### src/rtl/bus_cdc_responder.sv
// Register responder behind the CPU-to-module CDC bridge pulsed bus.
// Optional command queue: define BUS_CDC_RESPONDER_CMDQ_EN.
module bus_cdc_responder #(
  parameter int          ADDR_W      = 32,
  parameter logic [31:0] BASE_ADDR   = 32'h0,
  parameter int          NUM_SCRATCH = 4,
  parameter logic [31:0] ID_VALUE    = 32'h5253_5031,
  parameter int          CMD_DEPTH   = 4
) (
  input  logic              clk_i,
  input  logic              rst_n_i,
  input  logic              bus_reset_i,
  input  logic              bus_we_i,
  input  logic [ADDR_W-1:0] bus_address_i,
  input  logic [31:0]       bus_data_i,
  output logic [31:0]       bus_data_o,
  output logic [31:0]       ctrl_o,
  input  logic [7:0]        evt_i,
  output logic              irq_o,
  output logic              cmd_valid_o,
  output logic [31:0]       cmd_data_o,
  input  logic              cmd_ready_i
);

  localparam logic [ADDR_W-1:0] BASE =
    ADDR_W'(BASE_ADDR);
  localparam logic [ADDR_W-1:0] SPAN =
    ADDR_W'(32'h14 + 4 * NUM_SCRATCH);
  localparam int PW =
    (CMD_DEPTH > 1) ? $clog2(CMD_DEPTH) : 1;

  logic              clr;
  logic [ADDR_W-1:0] off;
  logic              hit;
  logic [6:0]        word;
  logic              wr;
  logic              rd;
  logic              wr_ctrl;
  logic              wr_stat;
  logic              wr_cnt;
  logic              push_req;
  logic              ovf_set;
  logic [31:0]       occ;

  logic [31:0] ctrl_q;
  logic [7:0]  evt_q;
  logic        ovf_q;
  logic [31:0] status;
  logic [31:0] w1c;
  logic [31:0] cnt_q;
  logic [31:0] scratch [NUM_SCRATCH];
  logic [31:0] scr_rd;
  logic [31:0] rdata;

  assign clr  = ~rst_n_i | bus_reset_i;
  assign off  = bus_address_i - BASE;
  assign hit  = (bus_address_i >= BASE)
              && (off < SPAN)
              && (bus_address_i[1:0] == 2'b00);
  assign word = off[8:2];
  assign wr   = hit & bus_we_i;
  assign rd   = hit & ~bus_we_i;

  assign wr_ctrl  = wr && (word == 7'd1);
  assign wr_stat  = wr && (word == 7'd2);
  assign wr_cnt   = wr && (word == 7'd3);
  assign push_req = wr && (word == 7'd4);

  assign w1c    = wr_stat ? bus_data_i : '0;
  assign status = {ovf_q, 23'b0, evt_q};
  assign ctrl_o = ctrl_q;
  assign irq_o  = ctrl_q[0] & (status != '0);

  // CTRL register
  always_ff @(posedge clk_i) begin
    if (clr)
      ctrl_q <= '0;
    else if (wr_ctrl)
      ctrl_q <= bus_data_i;
  end

  // Sticky status; a same-cycle set beats the W1C clear
  always_ff @(posedge clk_i) begin
    if (clr) begin
      evt_q <= '0;
      ovf_q <= 1'b0;
    end else begin
      evt_q <= (evt_q & ~w1c[7:0]) | evt_i;
      ovf_q <= (ovf_q & ~w1c[31]) | ovf_set;
    end
  end

  // Free-running counter, any write reloads zero
  always_ff @(posedge clk_i) begin
    if (clr || wr_cnt)
      cnt_q <= '0;
    else
      cnt_q <= cnt_q + 32'd1;
  end

  // Scratch register bank
  always_ff @(posedge clk_i) begin
    for (int i = 0; i < NUM_SCRATCH; i++) begin
      if (clr)
        scratch[i] <= '0;
      else if (wr && (word == 7'(5 + i)))
        scratch[i] <= bus_data_i;
    end
  end

  // Scratch read select
  always_comb begin
    scr_rd = '0;
    for (int i = 0; i < NUM_SCRATCH; i++) begin
      if (word == 7'(5 + i))
        scr_rd = scratch[i];
    end
  end

  // Read mux; only valid when hit is set
  always_comb begin
    rdata = '0;
    unique case (1'b1)
      word == 7'd0: rdata = ID_VALUE;
      word == 7'd1: rdata = ctrl_q;
      word == 7'd2: rdata = status;
      word == 7'd3: rdata = cnt_q;
      word == 7'd4: rdata = occ;
      default:      rdata = scr_rd;
    endcase
  end

  // One-cycle read return, zero otherwise for OR-muxing
  always_ff @(posedge clk_i) begin
    if (clr)
      bus_data_o <= '0;
    else if (rd)
      bus_data_o <= rdata;
    else
      bus_data_o <= '0;
  end

`ifdef BUS_CDC_RESPONDER_CMDQ_EN
  logic [31:0] mem [CMD_DEPTH];
  logic [PW-1:0] wp;
  logic [PW-1:0] rp;
  logic [PW:0]   cnt;
  logic          full;
  logic          pop;
  logic          push_ok;

  assign full    = cnt[PW];
  assign pop     = cmd_valid_o & cmd_ready_i;
  assign push_ok = push_req & (~full | pop);
  assign ovf_set = push_req & ~push_ok;

  assign cmd_valid_o = (cnt != '0);
  assign cmd_data_o  = mem[rp];
  assign occ         = 32'(cnt);

  // Queue pointers and occupancy
  always_ff @(posedge clk_i) begin
    if (clr) begin
      wp  <= '0;
      rp  <= '0;
      cnt <= '0;
    end else begin
      if (push_ok)
        wp <= wp + 1'b1;
      if (pop)
        rp <= rp + 1'b1;
      cnt <= cnt
           + {{PW{1'b0}}, push_ok}
           - {{PW{1'b0}}, pop};
    end
  end

  // Queue storage, no reset needed
  always_ff @(posedge clk_i) begin
    if (!clr && push_ok)
      mem[wp] <= bus_data_i;
  end
`else
  logic unused_cmd;

  assign cmd_valid_o = 1'b0;
  assign cmd_data_o  = '0;
  assign ovf_set     = 1'b0;
  assign occ         = '0;
  assign unused_cmd  = cmd_ready_i ^ push_req;
`endif

endmodule

### config.mk
export PLATFORM = sky130hd
export DESIGN_NAME = bus_cdc_responder
export DESIGN_NICKNAME = d
export VERILOG_FILES = /design/src/rtl/bus_cdc_responder.sv
export SDC_FILE = /design/constraint.sdc
export NUM_CORES = 1
export LEC_CHECK = 0
export BUFFER_PORTS_ARGS = -buffer_cell sky130_fd_sc_hd__buf_2
export CAP_MARGIN = 10
export CORE_AREA = 2 2 139 141
export CTS_BUF_LIST = sky130_fd_sc_hd__clkbuf_4 sky130_fd_sc_hd__clkbuf_8 sky130_fd_sc_hd__clkbuf_16
export CTS_CLUSTER_DIAMETER = 40
export DETAILED_ROUTE_END_ITERATION = 8
export DIE_AREA = 0 0 141 143
export GPL_ROUTABILITY_DRIVEN = 0
export PLACE_DENSITY = 0.8
export REMOVE_ABC_BUFFERS = 1
export SLEW_MARGIN = 10
export SYNTH_ARGS = -nofsm -noshare
export SYNTH_HDL_FRONTEND = slang
export SYNTH_SLANG_ARGS = --single-unit
export TNS_END_PERCENT = 100
### constraint.sdc
create_clock -name clk_i -period 5 [get_ports clk_i]
set_input_delay 0.25 -clock clk_i [delete_from_list [all_inputs] [get_ports clk_i]]
set_output_delay 0.25 -clock clk_i [all_outputs]
set_load 0.03 [all_outputs]
==> results of run 1 <==
synthesized netlist by cell type (2+ instances only):
| cell type | n |
|---|---|
| a2111oi_1 | 3 |
| a211oi_1 | 3 |
| a21boi_0 | 3 |
| a21oi_1 | 74 |
| a221oi_1 | 14 |
| a22o_1 | 6 |
| a22oi_1 | 28 |
| a31oi_1 | 9 |
| a32o_1 | 6 |
| and2_1 | 129 |
| and3_1 | 2 |
| and4_1 | 6 |
| buf_1 | 4 |
| buf_2 | 15 |
| buf_4 | 40 |
| clkbuf_1 | 39 |
| dfxtp_1 | 105 |
| edfxtp_1 | 128 |
| inv_1 | 19 |
| mux2_2 | 29 |
| mux2i_1 | 3 |
| nand2_1 | 120 |
| nand2b_1 | 3 |
| nand3_1 | 18 |
| nand4_1 | 11 |
| nor2_1 | 79 |
| nor2_2 | 3 |
| nor2b_1 | 14 |
| nor3_1 | 9 |
| nor3_2 | 4 |
| nor4_1 | 16 |
| o21a_1 | 6 |
| o21ai_0 | 32 |
| o21ai_1 | 2 |
| or2_1 | 2 |
| or3_1 | 3 |
| or4_1 | 2 |
| xnor2_1 | 25 |
| xor2_1 | 5 |
worst max-delay path, delay by kind of cell:
kind / cells / cell delay [ns]
AOI/OAI and AO/OA: 1 / 0.16
buffers and inverters: 3 / 1.10
and+or+nand+nor: 4 / 1.99
metal layers:
layer | vias to the layer above | track usage (%)
met5 | - | 0
met4 | 0 | 11.3
met3 | 74 | 4.80
met2 | 478 | 47.6
met1 | 3948 | 35.4
li1 | 3858 | -
area by class of cell:
type / count / area (µm²)
fillers: 1381 / 5950
flip-flops and latches: 233 / 5950
multi-input cells: 707 / 4110
repair buffers: 197 / 1210
clock buffers: 35 / 801
well taps: 234 / 293
clock inverters: 18 / 193
inverters: 19 / 71.3
kinds of logic after synthesis:
family / after synthesis
compound gates: 188
xor+xnor: 30
fa+ha+maj: 1
buf+inv: 117
flops: 233
mux: 32
other cells: 1
simple gates: 423
state kept, by name, indices dropped and copies added (netlist names):
| signal | count |
|---|---|
| cnt_q | 32 |
| ctrl_o | 32 |
| bus_data_o | 32 |
| evt_q | 8 |
| scratch | 128 |
| ovf_q | 1 |
layout by cell type (no fill, tap or decap), types with 25 or more instances in the layout:
master and n:
nor2_1 79, mux2_2 29, o21ai_0 28, buf_2 140, clkbuf_16 30, dfxtp_1 105, edfxtp_1 128, xnor2_1 25
and2_1 129, a21oi_1 74, conb_1 33, dlygate4sd3_1 33, a22oi_1 28, nand2_1 120
power by group:
| group | total, mW | switching, mW | internal [mW] | leakage [nW] |
|---|---|---|---|---|
| Clock | 2.11 | 0.839 | 1.27 | 0.494 |
| Sequential | 2.09 | 0.0214 | 2.07 | 2.24 |
| Combinational | 0.249 | 0.165 | 0.0845 | 2.12 |
stage by stage:
step | area, µm² | cells
after floorplan | 10100 | 959
after global placement | 11300 | 1357
after detailed placement | 11300 | 1357
after CTS | 12600 | 1443
after global routing | 12600 | 1443
final | 12600 | 1443
path summary, 6_finish.rpt:
check | start | endpoint | slack (ns) | depth (start not counted)
hold / removal | bus_data_i[21] | ctrl_o[21] | 0.009 | 3
hold reg to reg | ovf_q | ovf_q | 0.46 | 2
setup / recovery | bus_address_i[5] | evt_q[0] | 1.89 | 8
setup reg to reg | cnt_q[1] | cnt_q[28] | 2.66 | 6
timing repair:
item                      CTS  global route
hold buffers               33             0
setup buffers               0             0
hold endpoints to repair   27             0
==> flow_summary_export.csv, run 1 <==
group,metric,value,unit
run_status,outcome,"finished clean",
detailed_routing,viasPerCell,5.79,
pwr,p_per_area,352,mW/mm²
detailed_routing,wl_met2,13.8,mm
synthesis,yosysSeqAreaShare,56.5,%
setup_path,worstPathRequired,5.42,ns
sta,min_period,3.11,ns
synthesis,yosys.area_share.adder,0.119,%
pwr,power,4.45,mW
die,rows,50,
cells_and_area,syn_to_final_growth,20.0,%
synthesis,synth_xor_area_share,2.50,%
grt,grt_max_degree,44,
setup_path,crit_path_start_kind,"primary input",
grt,overflow,0,
clock_network,cts_root_buf,"clkbuf_16",
sta,period_share,62.3,%
sta,finalSetupViolations,0,
synthesis,async_flop_share,0,%
detailed_routing,wl,28.3,mm
clock_network,cts_max_level,1,
die,dieArea,0.0202,mm²
die,start_util,56.6,%
grt,first_global_vias,8271,
worst_hold_path,hp-class,"primary input to flip-flop",
synthesis,synth_area,0.0105,mm²
synthesis,ys_ff_latch,233,
detailed_routing,drt_iter0_drc,735,
setup_path,cp.arrival,3.54,ns
grt,grt.total_usage,27.8,%
cells_and_area,fin_nets,1265,
cells_and_area,n_antenna_cell,0,
clock_network,clock_latency,0.54,ns
cells_and_area,utilization,68.0,%
synthesis,post-synth-top-area-fraction,36.5,%
detailed_routing,routed.top_layer,"met4",
sta,skew,0.0134,ns
die,top_level_ports,175,
synthesis,synthDistinctLibCells,45,
setup_path,worstPathCellList,"buf_2 > or4_1 > nor2_2 > buf_4 > nand2_1 > nor2_1 > a31oi_1 > dlygate4sd3_1",
synthesis,synthMuxAreaShare,3.39,%
clock_network,cts.sinks,233,
sta,fmax,321,MHz
clock_network,cts_resized,0,
detailed_routing,drt_pass1_iterations,8,
clock_network,cts_tree,"done",
synthesis,ys.flop_type,"edfxtp_1",
sta,layout_setup_ws,1.89,ns
sta,final.setup.tns,0,ns
clock_network,cts_buffers,29,
sta,worstMarginPinSlew,1.18,ns
die,die_y,143,µm
setup_path,worst_setup_path_end_kind,"flip-flop",
detailed_routing,drc_errors,0,
detailed_routing,wl_per_cell,19.6,µm
synthesis,yosysTopAreaCell,"edfxtp_1",
die,core,0.0186,mm²
synthesis,synthTopCellsByArea,"edfxtp_1 37%, dfxtp_1 20%, and2_1 7.7%",
flow_run,drv_cap,0,
setup_path,path_class,"primary input to flip-flop",
placed_design,dpl.hpwl,17.9,mm
sta,hold_ws,0.00908,ns
synthesis,synth_top_family_by_area,"simple AND/OR/NAND/NOR gates",
sta,final_max_slew_viol_count,0,
placed_design,io_buffers,140,
grt,antenna_found_initial,0,
synthesis,synth_edf_count,128,
detailed_routing,ant_nets,0,
grt,grt_pass1_wl,43.6,mm
synthesis,syn_inst,1025,
sta,relSlewSlack,21.3,%
die,die_w,141,µm
detailed_routing,vias,8358,
sta,rsz0062_at_grt,"false",
synthesis,synth.avg_cell_area,10.3,µm²
setup_path,critPathMaxStageDelay,0.84,ns
detailed_routing,routedLengthMet1,10.9,mm
synthesis,ys_warn_count,0,
synthesis,synth-compound-area-share,11.2,%
pwr,vdd_ir_drop_max,0.000293,V
setup_path,cp_max_fo,17,
sta,hold_viol_final,0,
clock_network,clkTransAtPathRegs,0.06,ns
detailed_routing,route.met3.wl,2.74,mm
clock_network,cts_buffer_depth,3,
setup_path,crit_path_top_delay_cell,"or4_1",
cells_and_area,drive_gt1_share,21.6,%
synthesis,synthSimpleGateAreaFrac,20.5,%
placed_design,dp_slack,1.64,ns
pwr,total_leakage_power,4.85,nW
Note: power is estimated with default switching activity, not from simulation.
==> inputs of run 2 (changes only) <==
--- a/config.mk
+++ b/config.mk
@@ -7,13 +7,13 @@
 export LEC_CHECK = 0
 export BUFFER_PORTS_ARGS = -buffer_cell sky130_fd_sc_hd__buf_2
 export CAP_MARGIN = 10
-export CORE_AREA = 2 2 139 141
+export CORE_AREA = 2 2 147 149
 export CTS_BUF_LIST = sky130_fd_sc_hd__clkbuf_4 sky130_fd_sc_hd__clkbuf_8 sky130_fd_sc_hd__clkbuf_16
 export CTS_CLUSTER_DIAMETER = 40
 export DETAILED_ROUTE_END_ITERATION = 8
-export DIE_AREA = 0 0 141 143
+export DIE_AREA = 0 0 149 151
 export GPL_ROUTABILITY_DRIVEN = 0
-export PLACE_DENSITY = 0.8
+export PLACE_DENSITY = 0.75
 export REMOVE_ABC_BUFFERS = 1
 export SLEW_MARGIN = 10
 export SYNTH_ARGS = -nofsm -noshare
==> constraint.sdc (replaced) <==
create_clock -name clk_i -period 2.6 [get_ports clk_i]
set_input_delay 0.13 -clock clk_i [delete_from_list [all_inputs] [get_ports clk_i]]
set_output_delay 0.13 -clock clk_i [all_outputs]
set_load 0.03 [all_outputs]
==> run 2 against run 1 <==
  * Die area up 12%
  * Final cell count rose by 5.3%
  * Register-to-register slack worse by 2.3 ns
  * Flip-flop and latch count did not move
  * Worst hold slack better by 0.087 ns
  * Non-clock buffer count rose by 31
  * First-iteration DRC count fell by 4.1%
  * Sequential power is 92% higher
  * Sequential share of layout area is 1.6 points lower
  * Clock power grew 100%
  * Combinational power is 100% higher
  * Clock skew shrank 0.0018 ns
  * Largest cell class unchanged
  * Highest routed layer unchanged
==> flow_summary_export.csv, run 2 (synthesized netlist as in run 1, its figures left out) <==
group,metric,value,unit
detailed_routing,routed.top_layer,"met4",
detailed_routing,wl_per_cell,19.1,µm
sta,rsz0062_at_grt,"false",
clock_network,cts_tree,"done",
setup_path,cp_max_fo,9,
cells_and_area,drive_gt1_share,22.7,%
detailed_routing,drc_errors,0,
placed_design,dpl_cell_area,0.0116,mm²
sta,relSlewSlack,43.6,%
clock_network,clock_latency,0.55,ns
detailed_routing,ant_nets,0,
detailed_routing,vias,8398,
sta,finalSetupViolations,0,
placed_design,dpl.hpwl,18.5,mm
die,core,0.0208,mm²
die,die_y,151,µm
flow_run,drv_cap,0,
detailed_routing,route.met3.wl,2.48,mm
setup_path,crit_end,"cnt_q[28]",
die,top_level_ports,175,
cells_and_area,n_antenna_cell,0,
die,dieArea,0.0225,mm²
detailed_routing,drt_iter0_drc,705,
sta,final_max_slew_viol_count,0,
clock_network,cts_root_buf,"clkbuf_16",
setup_path,worst_setup_path_end_kind,"flip-flop",
setup_path,path_class,"flip-flop to flip-flop",
sta,fmax,452,MHz
cells_and_area,largest_register,"scratch",
die,start_util,50.5,%
clock_network,cts_buffer_depth,3,
clock_network,cts_buffers,31,
pwr,vdd_ir_drop_max,0.000624,V
setup_path,reg2reg_from,"cnt_q[1]",
setup_path,cp.arrival,2.65,ns
placed_design,io_buffers,140,
detailed_routing,routedLengthMet1,11.9,mm
die,rows,53,
grt,grt.total_usage,25.2,%
clock_network,clkTransAtPathRegs,0.06,ns
sta,hold_viol_final,0,
cells_and_area,layout_common_cells,"140 x buf_2, 129 x and2_1, 128 x edfxtp_1, 120 x nand2_1, 105 x dfxtp_1",
grt,grt_pass1_wl,43.9,mm
grt,first_global_vias,8088,
setup_path,r2r_slack,0.39,ns
cells_and_area,fin_nets,1298,
clock_network,cts_max_level,1,
run_status,outcome,"finished clean",
detailed_routing,viasPerCell,5.53,
pwr,total_leakage_power,5.05,nW
grt,grt_max_degree,52,
setup_path,worstPathRequired,3.04,ns
setup_path,crit_path_start_kind,"flip-flop",
cells_and_area,finalInstanceArea,0.0131,mm²
pwr,p_per_area,670,mW/mm²
die,die_w,149,µm
sta,worstMarginPinSlew,0.845,ns
detailed_routing,wl,29.1,mm
cells_and_area,largest_reg_flops,128,
sta,final.setup.tns,0,ns
setup_path,reg2reg_to,"cnt_q[28]",
cells_and_area,n_fill_cell,1628,
clock_network,cts.sinks,233,
sta,min_period,2.21,ns
setup_path,reg2reg_depth,6,
sta,skew,0.0116,ns
grt,overflow,0,
detailed_routing,wl_met2,14.0,mm
grt,antenna_found_initial,1,
detailed_routing,drt_pass1_iterations,5,
cells_and_area,syn_to_final_growth,24.1,%
setup_path,crit_start,"cnt_q[1]",
sta,period_share,85.2,%
worst_hold_path,hp-class,"primary input to flip-flop",
cells_and_area,final_common_cell,"buf_2",
## run 2: cell types whose count changed in the layout (fill, tap and decap cells not counted), sizes merged
cell         change
clkinvlp         +1
clkbuf           -2
inv              +2
dlygate4sd3     +13
buf             +18
clkinv           +4
## run 2: power breakdown
| part | total (mW) | internal, mW | switching [mW] |
|---|---|---|---|
| combinational | 0.510 | 0.189 | 0.321 |
| sequential | 4.02 | 3.98 | 0.0383 |
| clock | 4.22 | 2.50 | 1.72 |
| total | 8.75 | 6.67 | 2.08 |
## run 2: layout make-up
type | count | area, µm² | share of cell area, %
repair buffers | 228 | 1540 | 11.8
clock buffers | 33 | 803 | 6.15
inverters | 19 | 71.3 | 0.546
clock inverters | 25 | 249 | 1.91
well taps | 275 | 344 | 2.63
multi-input cells | 707 | 4110 | 31.5
flip-flops and latches | 233 | 5950 | 45.5
## run 2: timing repair
item | in CTS | in global routing
resized for setup | 0 | 0
hold buffers | 46 | 0
endpoints found under the setup margin | 0 | 0
hold endpoints to repair | 169 | 0
setup buffers | 0 | 0
## run 2: critical path: stages (launching register included)
cell and delay, ns:
dfxtp_1 0.43, ha_1 0.29, nand4_1 0.17, or4_1 0.70
nor4_1 0.31, xnor2_1 0.16, nor2_1 0.05
## run 2: per-stage QoR
step	setup WS, ns	std cells	hold WS, ns	util (%)	power [mW]
after detailed placement	0.279	1416	0.387	55.5	4.55
after global placement	0.310	1416	0.383	55.5	4.53
after global routing	0.251	1520	0.101	62.7	8.97
final	0.386	1520	0.0957	62.7	8.75
after CTS	0.401	1520	0.0696	62.7	8.76
after floorplan	-1.76	959	0.217	-	4.32
## run 2: worst min path at each step
stage | startpoint | to | cells after the start
finish | bus_we_i | bus_data_o[4] | 4
global route | bus_we_i | bus_data_o[4] | 4
CTS | bus_we_i | bus_data_o[4] | 4
detailed placement | bus_data_i[3] | evt_q[3] | 2
global placement | bus_data_i[3] | evt_q[3] | 2
floorplan | bus_data_i[31] | ovf_q | 1
## run 2: layer usage
layer	track usage (%)	vias to the layer above
li1	-	3922
met1	33.5	4052
met2	42.8	372
met3	4.40	52
met4	7.00	0
met5	0	-
==> inputs of run 3 (changes only) <==
--- a/config.mk
+++ b/config.mk
@@ -13,6 +13,7 @@
 export DETAILED_ROUTE_END_ITERATION = 8
 export DIE_AREA = 0 0 149 151
 export GPL_ROUTABILITY_DRIVEN = 0
+export GPL_TIMING_DRIVEN = 0
 export PLACE_DENSITY = 0.75
 export REMOVE_ABC_BUFFERS = 1
 export SLEW_MARGIN = 10
==> run 3 against run 2 <==
  * Power up 1.3%
  * Worst hold slack worse by 0.010 ns
  * Utilization down 0.26 points
  * Clock skew about the same
  * Design area down 0.41%
  * Flip-flop and latch count unchanged
  * Global-route usage down 0.41 points
  * Non-clock buffer count down 32
  * Combinational power up 1%
  * Sequential power about the same
==> flow_summary_export.csv, run 3 (synthesized netlist as in run 1, its figures left out) <==
group,metric,value,unit
cells_and_area,utilization,62.5,%
setup_path,crit_family,"simple AND/OR/NAND/NOR gates",
run_status,outcome,"finished clean",
setup_path,path_class,"primary input to flip-flop",
sta,final.setup.tns,0,ns
worst_hold_path,hp-class,"primary input to flip-flop",
sta,period_share,96.6,%
sta,relSlewSlack,12.7,%
cells_and_area,syn_to_final_growth,23.6,%
detailed_routing,wl_per_cell,18.9,µm
cells_and_area,n_fill_cell,1625,
pwr,p_per_area,681,mW/mm²
pwr,vdd_ir_drop_max,0.000442,V
sta,hold_viol_final,0,
worst_hold_path,min_path_cells,4,
detailed_routing,vias,8279,
cells_and_area,largest_register,"scratch",
clock_network,cts_buffers,31,
detailed_routing,drt_pass1_iterations,6,
setup_path,worstPathCellList,"clkbuf_4 > or2_1 > o21ai_2 > nand4_1 > nor2_4 > and2_1",
clock_network,cts_max_level,1,
cells_and_area,layout_common_cells,"138 x buf_2, 129 x and2_1, 128 x edfxtp_1, 120 x nand2_1, 105 x dfxtp_1",
detailed_routing,drt_iter0_drc,769,
setup_path,crit_path_start_kind,"primary input",
setup_path,critPathMaxStageDelay,0.84,ns
die,rows,53,
detailed_routing,viasPerCell,5.57,
setup_path,worst_setup_path_end_kind,"flip-flop",
sta,min_period,2.51,ns
cells_and_area,final_common_cell,"buf_2",
placed_design,dp_cells,1384,
sta,worstMarginPinSlew,1.31,ns
worst_hold_path,hold_end,"ovf_q",
clock_network,cts_root_buf,"clkbuf_16",
detailed_routing,drc_errors,0,
setup_path,cp_max_fo,52,
cells_and_area,drive_gt1_share,21.5,%
worst_hold_path,min_from,"bus_reset_i",
cells_and_area,n_antenna_cell,0,
die,die_y,151,µm
die,die_w,149,µm
cells_and_area,largest_reg_flops,128,
cells_and_area,final_cells,1487,
setup_path,worstPathRequired,3.00,ns
setup_path,reg2reg_depth,6,
cells_and_area,fin_nets,1266,
grt,grt_max_degree,53,
flow_run,drv_cap,0,
clock_network,cts_tree,"done",
die,dieArea,0.0225,mm²
clock_network,clock_latency,0.55,ns
sta,hold_ws,0.0852,ns
placed_design,io_buffers,140,
sta,skew,0.0120,ns
setup_path,cp_num_cells,6,
grt,first_global_vias,8003,
clock_network,clkTransAtPathRegs,0.06,ns
grt,antenna_found_initial,0,
sta,rsz0062_at_grt,"false",
detailed_routing,wl,28.1,mm
sta,finalSetupViolations,0,
sta,final_max_slew_viol_count,0,
clock_network,cts_buffer_depth,3,
setup_path,reg2reg_from,"cnt_q[1]",
die,core,0.0208,mm²
setup_path,reg2reg_to,"cnt_q[28]",
placed_design,dpl_cell_area,0.0114,mm²
grt,overflow,0,
grt,grt.total_usage,24.8,%
detailed_routing,ant_nets,0,
die,start_util,50.5,%
setup_path,critPathBufInv,1,
setup_path,cp.arrival,2.92,ns
sta,fmax,398,MHz
setup_path,crit_path_top_delay_cell,"nor2_4",
clock_network,cts.sinks,233,
die,top_level_ports,175,
pwr,total_leakage_power,4.92,nW
grt,grt_pass1_wl,43.1,mm
sta,layout_setup_ws,0.0891,ns
cells_and_area,finalInstanceArea,0.0130,mm²
placed_design,dpl.hpwl,17.5,mm
pwr,power,8.86,mW
placed_design,dp_slack,-0.860,ns
setup_path,r2r_slack,0.36,ns
[run 3: cell types whose count changed in the layout (fill, tap and decap cells not counted), sizes merged]
cell	before	now
inv	29	24
dlygate4sd3	46	40
clkbuf	33	34
bufinv	2	4
buf	182	155
clkinv	11	10
clkinvlp	2	5
[run 3: worst register-to-register path, cell delays in order (launching register included)]
cell and delay, ns:
dfxtp_1 0.44, ha_1 0.27, nand4_1 0.17, or4_1 0.70
nor4_1 0.34, xnor2_1 0.16, nor2_1 0.05
[run 3: how the worst max path moves through the flow]
| stage | to | start |
|---|---|---|
| after global placement | scratch[1][24] | bus_address_i[3] |
| after global routing | scratch[3][21] | bus_address_i[2] |
| final | scratch[3][30] | bus_address_i[2] |
| after CTS | scratch[3][23] | bus_address_i[2] |
| after detailed placement | scratch[3][19] | bus_address_i[3] |
| after floorplan | scratch[1][0] | bus_address_i[3] |
[run 3: report_power, final]
| part | internal, mW | leakage [nW] | total (mW) | switching (mW) |
|---|---|---|---|---|
| clock | 2.64 | 0.512 | 4.32 | 1.68 |
| sequential | 3.98 | 2.24 | 4.02 | 0.0370 |
| combinational | 0.194 | 2.17 | 0.515 | 0.321 |
[run 3: layer usage]
metal	GRT usage, %	wire length (µm)
met3	3.77	2090
met2	42.5	13800
met4	8.86	784
met5	0	0
met1	32.2	11400
[run 3: area by class of cell]
cell class	instances	area (µm²)	share of cell area, %
Sequential cell	233	5950	45.7
Multi-Input combinational cell	707	4200	32.3
Timing Repair Buffer	196	1380	10.6
Clock buffer	33	791	6.08
Tap cell	275	344	2.64
Clock inverter	24	279	2.14
Inverter	19	71.3	0.548
[run 3: what timing repair did]
action                                  4_1_cts  5_1_grt
gates cloned                                  0        0
hold buffers                                 40        0
setup buffers                                 5        1
gates resized for setup                       3        2
endpoints found under the setup margin      215      287
endpoints found under the hold margin       167        0
pin swaps                                     5        1
